**src/rtl/multiword_add_seq.sv**
```systemverilog
// Wide adder that walks one 8-bit add-with-carry across WORDS byte limbs, LSB first,
// with valid/ready handshakes on the operand and result sides.
module multiword_add_seq #(
  parameter int WORDS = 4
) (
  input  logic                 clk,
  input  logic                 rst,
  input  logic                 in_valid,
  output logic                 in_ready,
  input  logic [8*WORDS-1:0]   a,
  input  logic [8*WORDS-1:0]   b,
  input  logic                 carry_in,
  output logic                 out_valid,
  input  logic                 out_ready,
  output logic [8*WORDS-1:0]   sum,
  output logic                 carry_out,
  output logic                 busy
);

  localparam int W     = 8 * WORDS;
  localparam int IDX_W = (WORDS > 1) ? $clog2(WORDS) : 1;
  localparam logic [IDX_W-1:0] LAST_IDX = IDX_W'(WORDS - 1);

  typedef enum logic [1:0] {IDLE, RUN, DONE} state_t;

  state_t            state, state_next;
  logic [IDX_W-1:0]  idx;
  logic [W-1:0]      a_reg, b_reg, result_reg, result_next;
  logic              carry_reg;
  logic [7:0]        a_limb, b_limb;
  logic [8:0]        limb_sum;

  always_ff @(posedge clk or posedge rst) begin
    if (rst) state <= IDLE;
    else     state <= state_next;
  end

  always_comb begin
    state_next = state;
    case (state)
      IDLE:    if (in_valid)        state_next = RUN;
      RUN:     if (idx == LAST_IDX) state_next = DONE;
      DONE:    if (out_ready)       state_next = IDLE;
      default:                      state_next = IDLE;
    endcase
  end

  // Shared 8-bit adder: select the current limb, add with the chained carry,
  // and merge the byte back into its slot of the result.
  always_comb begin
    a_limb = '0;
    b_limb = '0;
    for (int i = 0; i < WORDS; i++) begin
      if (idx == IDX_W'(i)) begin
        a_limb = a_reg[8*i +: 8];
        b_limb = b_reg[8*i +: 8];
      end
    end
    limb_sum    = {1'b0, a_limb} + {1'b0, b_limb} + {8'b0, carry_reg};
    result_next = result_reg;
    for (int i = 0; i < WORDS; i++) begin
      if (idx == IDX_W'(i)) result_next[8*i +: 8] = limb_sum[7:0];
    end
  end

  always_ff @(posedge clk or posedge rst) begin
    if (rst) begin
      a_reg      <= '0;
      b_reg      <= '0;
      carry_reg  <= 1'b0;
      result_reg <= '0;
      idx        <= '0;
    end else begin
      case (state)
        IDLE: begin
          if (in_valid) begin
            a_reg     <= a;
            b_reg     <= b;
            carry_reg <= carry_in;
            idx       <= '0;
          end
        end
        RUN: begin
          result_reg <= result_next;
          carry_reg  <= limb_sum[8];
          if (idx != LAST_IDX) idx <= idx + 1'b1;
        end
        default: ;
      endcase
    end
  end

  // Handshake outputs come from the state register only, never from inputs.
  assign in_ready  = (state == IDLE);
  assign out_valid = (state == DONE);
  assign busy      = (state != IDLE);
  assign sum       = result_reg;
  assign carry_out = carry_reg;

endmodule

```
**config.mk**
```make
export PLATFORM = sky130hd
export DESIGN_NAME = multiword_add_seq
export DESIGN_NICKNAME = d
export VERILOG_FILES = /design/src/rtl/multiword_add_seq.sv
export SDC_FILE = /design/constraint.sdc
export NUM_CORES = 1
export LEC_CHECK = 0
export ABC_AREA = 1
export CAP_MARGIN = 5
export CORE_MARGIN = 8
export CORE_UTILIZATION = 55
export DETAILED_ROUTE_END_ITERATION = 16
export GPL_ROUTABILITY_DRIVEN = 0
export GPL_TIMING_DRIVEN = 0
export PLACE_DENSITY = 0.86
export SLEW_MARGIN = 10
export SYNTH_ARGS = -nofsm -noshare
export SYNTH_HDL_FRONTEND = slang
export SYNTH_SLANG_ARGS = --single-unit
export TNS_END_PERCENT = 10
```
**constraint.sdc**
```tcl
create_clock -name clk -period 8.3 [get_ports clk]
set_input_delay 1.245 -clock clk [delete_from_list [all_inputs] [get_ports clk]]
set_output_delay 1.245 -clock clk [all_outputs]
set_load 0.1 [all_outputs]
```
==> metrics.cfg <==
[outcome]
status = finished, final reports clean

[timing]
skew_ns = 0.01545
final.setup.tns_ns = 0
worst_pin_slew_ns = 0.9797
period_minus_slack_ns = 3.420
drv_slew = 0
setup_viol = 0
min_period_over_period_pct = 41.21
fmax_ghz = 0.2924
rsz0062_at_grt = no
hold_viol = 0
slew_headroom_pct = 34.48

[drt]
final_antenna_net_count = 0
vias = 4312
drtPass1Iterations = 5
routed_via_density = 5.297
wl_mm = 12.55
drc_errors = 0
drt-initial-drc-count = 238
routedWlPerCell_um = 15.41

[cts]
cts_buffers = 9
cts_tree = done
path_clk_slew_ns = 0.10
clockBufferDepth = 2
ctsResizeCount = 0
clk_latency_ns = 0.37
hold_buffers = 0
cts_sinks = 101
cts_setup_buffers = 0
cts_root_buf = clkbuf_8
h-tree-depth = 3

[logic_synthesis]
synth_area_um2 = 4812
synthesis.nets = 667
ys_ff_latch = 101
netlist.area_leader.share_pct = 52.52
yosysWarnings = 0
synthTopCellsByArea = dfrtp_1 (53%), nand2_1 (21%), o21ai_0 (5.1%)
synthDistinctLibCells = 26
yosys.area.top_type = dfrtp_1
syn_area_per_cell_um2 = 8.226
syn-instance-count = 585
yosysSeqAreaShare_pct = 52.52

[run]
cap_violations = 0

[final_layout]
n_antenna_cell = 0
seq_area_um2 = 2527
multiInputGateArea_um2 = 1993
nets = 783
syn_to_final_growth_pct = 29.02
fill_cells = 648
drive_gt1_share_pct = 7.365

[place]
port_buffers = 104
dp_hpwl_mm = 9.771

[grt]
antenna_found_initial = 0
grt-ovfl-total = 0
grt_pass1_vias = 4457
track_usage_pct = 21.46
grt_max_degree = 64
grt_pass1_wl_mm = 20.33

[setup_path]
startpoint = state[0]
critical_path.startpoint_type = flop
required_ns = 7.05
critPathArrivalTime_ns = 2.18
cp-end-kind = output port
criticalPathCategory = flop to output port
reg2reg_from = idx[0]
crit_fanout = 4

[floorplan]
coreArea_um2 = 8593
num_io_pins = 105
initial_utilization_pct = 56.00
rows = 34
dieWidth_um = 109.5
die_h_um = 109.5
dieArea_um2 = 12000

[hold_path]
hold_path_class = flop to flop
hold_path.startpoint = sum[26]

[area by class of cell]
class,instances,share of cell area (%)
timing repair buffer,105,17.21
inverter,42,2.580
buffer,22,2.156
clock buffer,11,2.116
multi-input combinational,420,32.10
clock inverter,5,0.9472
sequential,101,40.71
tap,108,2.177
[worst paths after layout]
check                      cells after the start       end  slack [ns]
min                                            2   sum[26]        0.48
max reg2reg                                   18   sum[22]        5.07
max in group asynchronous                      3   sum[31]        6.36
min in group asynchronous                      2   sum[11]        1.26
min reg2reg                                    2   sum[26]        0.48
max                                            2  in_ready        4.88
[per-stage QoR]
| stage | hold WS, ns | utilization [%] | instances | setup WS (ns) | area, um2 |
|---|---|---|---|---|---|
| after floorplan | 0.4436 | - | 585 | 4.408 | 4812 |
| final | 0.4807 | 72.25 | 814 | 4.880 | 6208 |
| after global routing | 0.5149 | 72.25 | 814 | 4.823 | 6208 |
| after detailed placement | 0.4655 | 70.03 | 798 | 5.093 | 6018 |
| after global placement | 0.4561 | 69.69 | 797 | 3.095 | 5988 |
| after CTS | 0.4860 | 72.25 | 814 | 4.869 | 6208 |
[placed cells by master, fill, tap and decap left out, drive strengths merged]
cell           synthesis  routed
clkbuf                 5      16
nand3                 23      23
o211ai                 5       5
fa                     2       2
nor2                  16      16
a21oi                 26      26
a21o                   1       1
clkinvlp               0       2
o31ai                  1       1
nand2                274     274
a22oi                  1       1
clkdlybuf4s50          0     104
clkinv                 0       1
o21ai                 54      54
dfrtp                101     101
nand3b                 2       2
or2                    2       2
ha                    11      11
buf                   17      18
inv                   42      43
xor2                   2       2
bufinv                 0       1
[cell usage after synthesis]
cell,n
buf_4,2
nand2_4,2
nand2_1,272
xor2_1,2
nand3_1,23
inv_1,36
inv_2,6
o21ai_1,2
ha_1,11
o21ai_2,3
buf_6,4
fa_1,2
o21ai_0,49
o211ai_1,5
buf_2,11
a21o_1,1
a22oi_1,1
nor2_4,2
dfrtp_1,101
nor2_8,4
clkbuf_1,5
o31ai_1,1
a21oi_1,26
nor2_1,10
nand3b_1,2
or2_2,2
[cells by family (layout without fill, tap and decap cells)]
family | count (synthesis) | in the layout | synth area share, %
compound gates | 88 | 88 | 9.803
xor+xnor | 2 | 2 | 0.3641
fa+ha+maj | 13 | 13 | 3.692
buf+inv | 64 | 185 | 6.058
flops | 101 | 101 | 52.52
simple gates | 317 | 317 | 27.56
[routing by layer]
layer	vias up	share of wire (%)	GRT usage, %
met1	2005	41	25.87
met5	-	0	0
met2	197	47	35.66
met3	32	8.8	5.744
met4	0	3.1	8.968
li1	2078	-	-
[worst max-delay path, cell delays in order (launching register included)]
cell,delay [ns]
dfrtp_1,0.47
nor2_4,0.18
clkdlybuf4s50_1,1.15
Power is not shown: default switching activity piles up to over one toggle a cycle in this logic, so the estimate is an artifact.
